File: config.mk
export PLATFORM = sky130hd
export DESIGN_NAME = rom_loader_flat
export DESIGN_NICKNAME = d
export VERILOG_FILES = /design/src/rtl/rom_loader_if.sv /design/src/rtl/rom_loader.sv /design/src/flat_wrapper.sv
export SDC_FILE = /design/constraint.sdc
export NUM_CORES = 1
export LEC_CHECK = 0
export ABC_AREA = 1
export CORE_MARGIN = 5
export CORE_UTILIZATION = 40
export CTS_CLUSTER_DIAMETER = 50
export CTS_CLUSTER_SIZE = 12
export DETAILED_ROUTE_END_ITERATION = 10
export PLACE_DENSITY = 0.6
export SETUP_SLACK_MARGIN = 0.3
export SYNTH_ARGS = -nofsm -noshare
export SYNTH_HDL_FRONTEND = slang
export SYNTH_SLANG_ARGS = --single-unit
File: constraint.sdc
create_clock -name clock -period 2.3 [get_ports clock]
set_input_delay 0.46 -clock clock [delete_from_list [all_inputs] [get_ports clock]]
set_output_delay 0.46 -clock clock [all_outputs]
set_load 0.005 [all_outputs]
File: src/rtl/rom_loader_if.sv
// Byte-stream input and Wishbone-classic write port of rom_loader.
// master = the loader side, slave = the stream source / memory target side.
interface rom_loader_if;
    logic [7:0]  in_data;
    logic        in_valid;
    logic        in_ready;
    logic        cyc_o;
    logic        strobe_o;
    logic        we_o;
    logic [31:0] addr_o;
    logic [31:0] data_o;
    logic        ack_i;

    modport master (
        input  in_data, in_valid, ack_i,
        output in_ready, cyc_o, strobe_o, we_o, addr_o, data_o
    );

    modport slave (
        output in_data, in_valid, ack_i,
        input  in_ready, cyc_o, strobe_o, we_o, addr_o, data_o
    );
endinterface

File: src/rtl/rom_loader.sv
// Packs a little-endian byte stream into 32-bit words and writes NUM_WORDS of them over
// a Wishbone-classic backdoor, holding the cpu in reset until the image is fully loaded.
module rom_loader #(
    parameter logic [31:0] BASE_ADDR = 32'h0,
    parameter int unsigned NUM_WORDS = 64,
    parameter logic [31:0] ADDR_STEP = 32'd4,
    parameter int unsigned TIMEOUT   = 255
) (
    input  logic         clock,
    input  logic         reset,
    input  logic         start,
    rom_loader_if.master bus,
    output logic         busy,
    output logic         done,
    output logic         error,
    output logic         cpu_hold
);

    typedef enum logic [2:0] {
        S_IDLE    = 3'd0,
        S_COLLECT = 3'd1,
        S_WRITE   = 3'd2,
        S_DONE    = 3'd3,
        S_ERR     = 3'd4
    } state_t;

    localparam logic [15:0] LAST_WORD = 16'(NUM_WORDS - 1);
    localparam logic [15:0] LAST_TICK = 16'(TIMEOUT - 1);

    state_t      state_q;
    logic [15:0] word_cnt_q;
    logic [15:0] timer_q;
    logic [1:0]  byte_cnt_q;
    logic [31:0] addr_q;
    logic [31:0] data_q;
    logic [31:0] data_d;
    logic        in_ready_q;
    logic        cyc_q;
    logic        busy_q;
    logic        done_q;
    logic        error_q;
    logic        hold_q;
    logic        accept_s;

    assign accept_s = bus.in_valid && in_ready_q;

    // Merge the incoming byte into its little-endian lane of the word being assembled.
    always_comb begin
        data_d = data_q;
        case (byte_cnt_q)
            2'd0:    data_d[7:0]   = bus.in_data;
            2'd1:    data_d[15:8]  = bus.in_data;
            2'd2:    data_d[23:16] = bus.in_data;
            2'd3:    data_d[31:24] = bus.in_data;
            default: data_d        = data_q;
        endcase
    end

    // Load sequencer; every output is a register so the bus drops the instant reset asserts.
    always_ff @(posedge clock or negedge reset) begin
        if (!reset) begin
            state_q    <= S_IDLE;
            word_cnt_q <= 16'd0;
            timer_q    <= 16'd0;
            byte_cnt_q <= 2'd0;
            addr_q     <= 32'd0;
            data_q     <= 32'd0;
            in_ready_q <= 1'b0;
            cyc_q      <= 1'b0;
            busy_q     <= 1'b0;
            done_q     <= 1'b0;
            error_q    <= 1'b0;
            hold_q     <= 1'b0;
        end else begin
            case (state_q)
                S_IDLE: begin
                    if (start) begin
                        state_q    <= S_COLLECT;
                        word_cnt_q <= 16'd0;
                        byte_cnt_q <= 2'd0;
                        timer_q    <= 16'd0;
                        addr_q     <= BASE_ADDR;
                        error_q    <= 1'b0;
                        busy_q     <= 1'b1;
                        hold_q     <= 1'b1;
                        in_ready_q <= 1'b1;
                    end
                end
                S_COLLECT: begin
                    if (accept_s) begin
                        data_q     <= data_d;
                        byte_cnt_q <= byte_cnt_q + 2'd1;
                        if (byte_cnt_q == 2'd3) begin
                            state_q    <= S_WRITE;
                            in_ready_q <= 1'b0;
                            cyc_q      <= 1'b1;
                            timer_q    <= 16'd0;
                        end
                    end
                end
                S_WRITE: begin
                    // An ack arriving on the final timer tick still completes the write.
                    if (bus.ack_i) begin
                        cyc_q <= 1'b0;
                        if (word_cnt_q == LAST_WORD) begin
                            state_q <= S_DONE;
                            done_q  <= 1'b1;
                            busy_q  <= 1'b0;
                            hold_q  <= 1'b0;
                        end else begin
                            state_q    <= S_COLLECT;
                            word_cnt_q <= word_cnt_q + 16'd1;
                            addr_q     <= addr_q + ADDR_STEP;
                            byte_cnt_q <= 2'd0;
                            in_ready_q <= 1'b1;
                        end
                    end else if (timer_q == LAST_TICK) begin
                        state_q <= S_ERR;
                        cyc_q   <= 1'b0;
                        error_q <= 1'b1;
                        busy_q  <= 1'b0;
                    end else begin
                        timer_q <= timer_q + 16'd1;
                    end
                end
                S_DONE: begin
                    done_q  <= 1'b0;
                    state_q <= S_IDLE;
                end
                S_ERR: begin
                    // cpu_hold stays asserted: a failed image must not be executed.
                    state_q <= S_IDLE;
                end
                default: begin
                    state_q    <= S_IDLE;
                    in_ready_q <= 1'b0;
                    cyc_q      <= 1'b0;
                    busy_q     <= 1'b0;
                    done_q     <= 1'b0;
                end
            endcase
        end
    end

    assign bus.in_ready = in_ready_q;
    assign bus.cyc_o    = cyc_q;
    assign bus.strobe_o = cyc_q;
    assign bus.we_o     = cyc_q;
    assign bus.addr_o   = addr_q;
    assign bus.data_o   = data_q;
    assign busy         = busy_q;
    assign done         = done_q;
    assign error        = error_q;
    assign cpu_hold     = hold_q;

endmodule

File: src/flat_wrapper.sv
// flat-port wrapper written by rule: the top's interface ports become plain ports
module rom_loader_flat 
#(
    parameter logic [31:0] BASE_ADDR = 32'h0,
    parameter int unsigned NUM_WORDS = 64,
    parameter logic [31:0] ADDR_STEP = 32'd4,
    parameter int unsigned TIMEOUT   = 255
)
  (clock, reset, start, busy, done, error, cpu_hold, bus_in_data, bus_in_valid, bus_ack_i, bus_in_ready, bus_cyc_o, bus_strobe_o, bus_we_o, bus_addr_o, bus_data_o);
  rom_loader_if bus_i ();
  input  logic clock;
  input  logic reset;
  input  logic start;
  output logic busy;
  output logic done;
  output logic error;
  output logic cpu_hold;
  input wire logic [$bits(bus_i.in_data)-1:0] bus_in_data;
  input wire logic [$bits(bus_i.in_valid)-1:0] bus_in_valid;
  input wire logic [$bits(bus_i.ack_i)-1:0] bus_ack_i;
  output wire logic [$bits(bus_i.in_ready)-1:0] bus_in_ready;
  output wire logic [$bits(bus_i.cyc_o)-1:0] bus_cyc_o;
  output wire logic [$bits(bus_i.strobe_o)-1:0] bus_strobe_o;
  output wire logic [$bits(bus_i.we_o)-1:0] bus_we_o;
  output wire logic [$bits(bus_i.addr_o)-1:0] bus_addr_o;
  output wire logic [$bits(bus_i.data_o)-1:0] bus_data_o;
  assign bus_i.in_data = bus_in_data;
  assign bus_i.in_valid = bus_in_valid;
  assign bus_i.ack_i = bus_ack_i;
  assign bus_in_ready = bus_i.in_ready;
  assign bus_cyc_o = bus_i.cyc_o;
  assign bus_strobe_o = bus_i.strobe_o;
  assign bus_we_o = bus_i.we_o;
  assign bus_addr_o = bus_i.addr_o;
  assign bus_data_o = bus_i.data_o;
  rom_loader #(.BASE_ADDR(BASE_ADDR), .NUM_WORDS(NUM_WORDS), .ADDR_STEP(ADDR_STEP), .TIMEOUT(TIMEOUT)) u_core (.clock(clock), .reset(reset), .start(start), .bus(bus_i), .busy(busy), .done(done), .error(error), .cpu_hold(cpu_hold));
endmodule
==> summary.md, run 1 <==
| Metric | Value |
|---|---|
| Vias | `5,454` |
| Full die area | `17,800 sq um` |
| Power Total | `6.12 mW` |
| Initial core utilization | `40.3%` |
| Seq/Total Area, Yosys | `43.2%` |
| Dpl cells | `1,091` |
| Buffers on Ports | `82` |
| R2R Path Start | `u_core.bus.addr_o[2]` |
| Cell family contributing the most delay on the critical path | `simple AND/OR/NAND/NOR gates` |
| Slowest stage delay, CP | `420 ps` |
| Gpl congestion | `0.846` |
| Tmin final | `1870 ps` |
| P_leak | `3.19 nW` |
| CTS root buf | `clkbuf_16` |
| Wirelength per Cell | `13.8 um` |
| RSZ-0062 raised after global routing | `false` |
| Antenna-violating nets left | `0` |
| Mapped Avg Cell Area | `7.32 sq um` |
| CP required | `2560 ps` |
| CP Capture Type | `flop` |
| YS warnings | `0` |
| CP Data Arrival Time | `2130 ps` |
| Setup total negative slack | `0 ps` |
| Number of max-cap violations | `0` |
| Num Clock Sinks | `105` |
| Layout cell share with drive strength beyond 1 | `9.47%` |
| Final #Nets | `935` |
| Register clock-pin slew on the reported worst setup and hold paths | `80 ps` |
| Htree depth | `3` |
| Area occupied by multi-input gates | `2970 sq um` |
| Worst skew pair latency | `360 ps` |
| Power Density | `829 nW/um^2` |
| CP max FO | `5` |
| Overflow after GRT | `0` |
| Most frequent cells in the layout | `nand2_1 (257), dfrtp_1 (105), nor2_1 (91)` |
| Hold Path Class | `input port to async pin` |
| Post-Synthesis Cells | `832` |
| CTS tree | `yes` |
| Post-CTS Setup Inserts | `0` |
| Top_reg_cell synth | `dfrtp_1` |
| Number of buffers and inverters on the critical path | `2` |
| Number of fill cells | `1,512` |
| Post-synthesis register bit count | `105` |
| Final hold vios | `0` |
| Detailed-route wire length | `15.3 mm` |
| Core ar. | `15,100 sq um` |
| CTS Buf Count | `9` |
| Max Clock Freq | `533 MHz` |
| Top-level port count | `85` |
| CP Class | `flop to flop` |
| Residual DRC count | `0` |
| Critical Path Source Type | `flop` |
| Post-synthesis cell type count | `36` |
| Final slew viol count | `0` |
| Non-filler instance count after layout | `1,107` |
| Status | `complete, no violations` |
| Antenna violations before repair | `0` |
| Global-route wire length before repair | `26.4 mm` |
| Setup violators final | `0` |
| Hold Buf Count CTS | `0` |
| Final period util | `81.5%` |
| Ys async rst share | `100%` |
| Post-synth EDFFs | `0` |
| CP most frequent cell | `nand2_1` |
| Crit-path cells | `ha_2 > nand3_1 > inv_1 > nand2_2 > nor2_1 > nand2_1 > o21ai_1 > nand2_1 > nand2_1 > inv_1` |
| Row cnt | `45` |
| Initial drt markers | `365` |
| Worst vdd ir | `498 uV` |
| Slowest CP cell | `dfrtp_1` |
| Setup ws final | `426 ps` |
| R2R Setup Slk | `430 ps` |
| DP HPWL | `11.3 mm` |
| Vias/cell | `4.93` |
| Die height | `133 um` |
| Commonest non-fill, non-tap cell in the layout | `nand2_1` |
| Die X | `133 um` |
| Worst slack at placement | `184 ps` |
| Clock Tree Buf Depth | `2` |
| Vias in the first global route | `5,127` |
| Area added between synthesis and finish | `21.4%` |
| Mapped cell area | `6090 sq um` |
| Drt pass-1 iters | `5` |
| WHS | `16.1 ps` |
| Clock Skews | `9.02 ps` |
| R2R Path End | `u_core.bus.addr_o[20]` |
| Largest net degree at the start of global routing | `49` |
| Register area | `2630 sq um` |
| Antenna diode count | `0` |
| Total GRT Usage | `18.1%` |
| Register-to-Register Path Depth | `10` |
==> per-stage QoR <==
stage	area [sq um]	util, %
floorplan	6090	-
global placement	7070	46.8
detailed placement	7070	46.8
CTS	7370	48.9
global route	7390	49.0
finish	7390	49.0
==> worst reg2reg max path, delay by kind of cell (launching register included) <==
| family | cells | cell delay, ps |
|---|---|---|
| DFF | 1 | 420 |
| adders and majority gates | 1 | 270 |
| AOI/OAI and AO/OA | 1 | 140 |
| buffers and inverters | 2 | 190 |
| and+or+nand+nor | 6 | 760 |
==> Yosys cell counts, types with 10 or more instances <==
cell      instances  share of area (%)
nand2_2          10                1.0
a21oi_1          19                1.6
nor2_1           93                5.7
o21ai_1          27                2.2
o21bai_1         11                1.4
nand3_1          67                5.5
o21ai_0          56                4.6
nor2_2           18                1.8
inv_1            73                4.5
nand4_1          21                2.2
nand2_1         257                 16
dfrtp_1         105                 43
==> layout make-up <==
cell class / count / share of cell area (%)
Multi-Input combinational cell: 624 / 40.2
Sequential cell: 105 / 35.6
Timing Repair Buffer: 95 / 12.8
Inverter: 79 / 4.11
Tap cell: 188 / 3.18
Clock buffer: 9 / 3.05
Clock inverter: 7 / 1.12
==> state kept, by name, indices dropped and copies added (netlist names) <==
| signal | cells |
|---|---|
| u_core.bus.addr_o | 30 |
| u_core.bus.cyc_o | 1 |
| u_core.bus.data_o | 32 |
| u_core.bus.in_ready | 1 |
| u_core.busy | 1 |
| u_core.byte_cnt_q | 2 |
| u_core.cpu_hold | 1 |
| u_core.done | 1 |
| u_core.error | 1 |
| u_core.state_q | 3 |
| u_core.timer_q | 16 |
| u_core.word_cnt_q | 16 |
==> how the worst max path moves through the flow <==
stage	from	end	slack [ps]	cells after the start
6_report	u_core.bus.addr_o[2]	u_core.bus.addr_o[20]	430	10
3_5_place_dp	bus_ack_i	u_core.bus.addr_o[19]	180	10
4_1_cts	u_core.bus.addr_o[3]	u_core.bus.addr_o[20]	420	10
2_1_floorplan	u_core.bus.addr_o[3]	u_core.bus.addr_o[20]	750	10
3_3_place_gp	bus_ack_i	u_core.bus.addr_o[19]	220	10
5_1_grt	u_core.timer_q[0]	u_core.timer_q[3]	330	8
==> where the power goes <==
group	switching, mW	internal [mW]	leakage, nW	total, mW
combinational	1.25	0.889	1.62	2.14
clock	0.761	0.867	0.150	1.63
sequential	0.223	2.14	1.42	2.36
total	2.23	3.89	3.19	6.12
==> layer usage <==
| layer | part of all wire, % | global-route usage (%) | up-vias |
|---|---|---|---|
| met4 | 1.0 | 3.71 | 0 |
| met3 | 5.9 | 5.59 | 12 |
| li1 | - | - | 2836 |
| met2 | 43 | 26.6 | 112 |
| met1 | 50 | 26.4 | 2494 |
| met5 | 0 | 0 | - |
==> kinds of logic after synthesis <==
| group | Yosys count | synth area share (%) |
|---|---|---|
| simple gates | 491 | 35.6 |
| xor+xnor | 4 | 0.576 |
| compound gates | 119 | 10.6 |
| buf+inv | 104 | 8.37 |
| flops | 105 | 43.2 |
| fa+ha+maj | 8 | 1.64 |
| other cells | 1 | 0.0616 |
==> repair_timing <==
action,in CTS,in global routing
hold endpoints to repair,0,0
endpoints found under the setup margin,0,12
resized for setup,0,5
Note: power is estimated with default switching activity, not from simulation.
==> run 2: changes to the inputs <==
- PLACE_DENSITY: 0.6 -> 0.63
- clock period: 2.3 -> 1.5 ns (I/O delays scaled with it)
==> run 2 against run 1 <==
- the flow now finishes with violations (setup timing)
- worst setup slack got worse by 560 ps
- sequential power rose by 53%
- core utilization rose by 17 points
==> summary.md, run 2 (same netlist as run 1, synthesis figures left out) <==
| Metric | Value |
|---|---|
| Antenna-violating nets left | `0` |
| Vias | `6,539` |
| Initial core utilization | `40.3%` |
| Residual DRC count | `0` |
| NetSw | `4.79 mW` |
| WHS | `476 ps` |
| Layout cell share with drive strength beyond 1 | `46.9%` |
| Final slew viol count | `0` |
| Buffers on Ports | `82` |
| Most frequent cells in the layout | `nand2_1 (182), buf_4 (164), dfrtp_1 (96)` |
| Seq pwr share | `29.0%` |
| Final #Nets | `1,147` |
| Drt pass-1 iters | `7` |
| CTS root buf | `clkbuf_16` |
| Worst skew pair latency | `370 ps` |
| CP Data Arrival Time | `1890 ps` |
| Setup ws final | `-131 ps` |
| Num Clock Sinks | `105` |
| Total GRT Usage | `20.3%` |
| Max Clock Freq | `613 MHz` |
| Global-route wire length before repair | `30.0 mm` |
| Setup total negative slack | `-3440 ps` |
| Full die area | `17,800 sq um` |
| Dpl cells | `1,192` |
| Final period util | `109%` |
| Top-level port count | `85` |
| Crit-path cells | `inv_1 > nand2_2 > a21oi_2 > nand2_2 > inv_2 > nand2_4 > clkbuf_16 > clkbuf_16 > a21oi_2 > nor2_1` |
| Vias in the first global route | `6,256` |
| Non-filler instance count after layout | `1,319` |
| Switch share | `38.5%` |
| Worst slack at placement | `-333 ps` |
| P_leak | `4.63 nW` |
| Power Internal | `7.64 mW` |
| CP Class | `flop to flop` |
| Register clock-pin slew on the reported worst setup and hold paths | `80 ps` |
| Detailed-route wire length | `19.1 mm` |
| Failing checks | `setup timing` |
| Power Total | `12.4 mW` |
| Worst vdd ir | `890 uV` |
| Final hold vios | `0` |
| Clk network pwr share | `20.0%` |
| Clock Tree Buf Depth | `2` |
| Layout Utilization | `65.7%` |
| Number of max-cap violations | `0` |
| Gpl congestion | `0.898` |
| Tmin final | `1630 ps` |
| Largest net degree at the start of global routing | `71` |
| Commonest non-fill, non-tap cell in the layout | `nand2_1` |
| RSZ-0062 raised after global routing | `true` |
| Wirelength per Cell | `14.5 um` |
| Htree depth | `3` |
| Die X | `133 um` |
| Register-to-Register Path Depth | `10` |
| Critical Path Source Type | `flop` |
| Initial drt markers | `324` |
| Core ar. | `15,100 sq um` |
| Hold Path Class | `input port to async pin` |
| Area added between synthesis and finish | `62.9%` |
| Logic gate share of total power | `50.9%` |
| CTS Buf Count | `9` |
| Overflow after GRT | `0` |
| Final Cell Area | `9920 sq um` |
| Slowest CP cell | `dfrtp_1` |
| Setup violators final | `65` |
| Row cnt | `45` |
| Status | `complete, but fails checks` |
| CP max FO | `8` |
| Slowest stage delay, CP | `420 ps` |
| CP required | `1760 ps` |
| Post-DP Area | `7980 sq um` |
| Power Density | `1250 nW/um^2` |
| Max reg flops | `32` |
| Clock Skews | `12.1 ps` |
| CP Capture Type | `flop` |
| Antenna violations before repair | `0` |
| DP HPWL | `11.9 mm` |
| Number of fill cells | `1,219` |
| Die height | `133 um` |
| Vias/cell | `4.96` |
| CTS tree | `yes` |
| Antenna diode count | `0` |
[run 2: cell types whose count changed in the layout (fill, tap and decap cells not counted), moves of 20 or more]
cell	delta
buf_4	+153
nand2_1	-75
clkdlybuf4s50_1	-70
nand2_2	+61
buf_6	+60
o21ai_0	-52
buf_2	+49
o21ai_1	+31
nor2_1	-24
o21ai_2	+20
[run 2: timing repair]
item                       CTS  global route
resized for setup          401           174
hold buffers                 1             0
hold endpoints to repair    70             0
buffers inserted            59            42
setup endpoints to repair  175           174
pin swaps                   23            31
gates cloned                 1             8
[run 2: per-layer routing]
metal / up-vias / global-route usage [%] / share of wire (%)
li1: 3280 / - / -
met1: 3105 / 26.1 / 43
met2: 128 / 34.2 / 50
met3: 26 / 5.36 / 4.6
met4: 0 / 5.14 / 1.6
met5: - / 0 / 0
[run 2: power by group through the flow]
stage	clock network, mW	logic [mW]	registers (mW)
2_1_floorplan	0	2.22	3.64
3_3_place_gp	0	3.98	3.64
3_5_place_dp	0	4.04	3.63
4_1_cts	2.57	4.44	3.56
5_1_grt	2.70	6.80	3.66
6_report	2.49	6.33	3.61
[run 2: worst paths after layout]
path	end	start	slack, ps
worst max-delay path	u_core.bus.addr_o[27]	u_core.state_q[2]	-130
worst min-delay path	u_core.timer_q[14]	reset	480
max in group asynchronous	u_core.bus.addr_o[25]	reset	580
worst max register to register	u_core.bus.addr_o[27]	u_core.state_q[2]	-130
min in group clock	u_core.busy	u_core.busy	480
worst min register to register	u_core.busy	u_core.busy	480
[run 2: worst max-delay path: cells and delay by family, from the launching register on]
family / cells / cell delay, ps
AND/OR/NAND/NOR: 4 / 320
flip-flops: 1 / 420
AO/OA/AOI/OAI: 2 / 270
buffers and inverters: 4 / 520
[run 2: cell type report]
| type | count | area [sq um] | area share (%) |
|---|---|---|---|
| Multi-Input combinational cell | 627 | 3730 | 37.6 |
| Clock buffer | 9 | 225 | 2.27 |
| Inverter | 79 | 334 | 3.37 |
| Clock inverter | 7 | 88.8 | 0.896 |
| Timing Repair Buffer | 304 | 2670 | 26.9 |
| Sequential cell | 105 | 2640 | 26.6 |
| Tap cell | 188 | 235 | 2.37 |
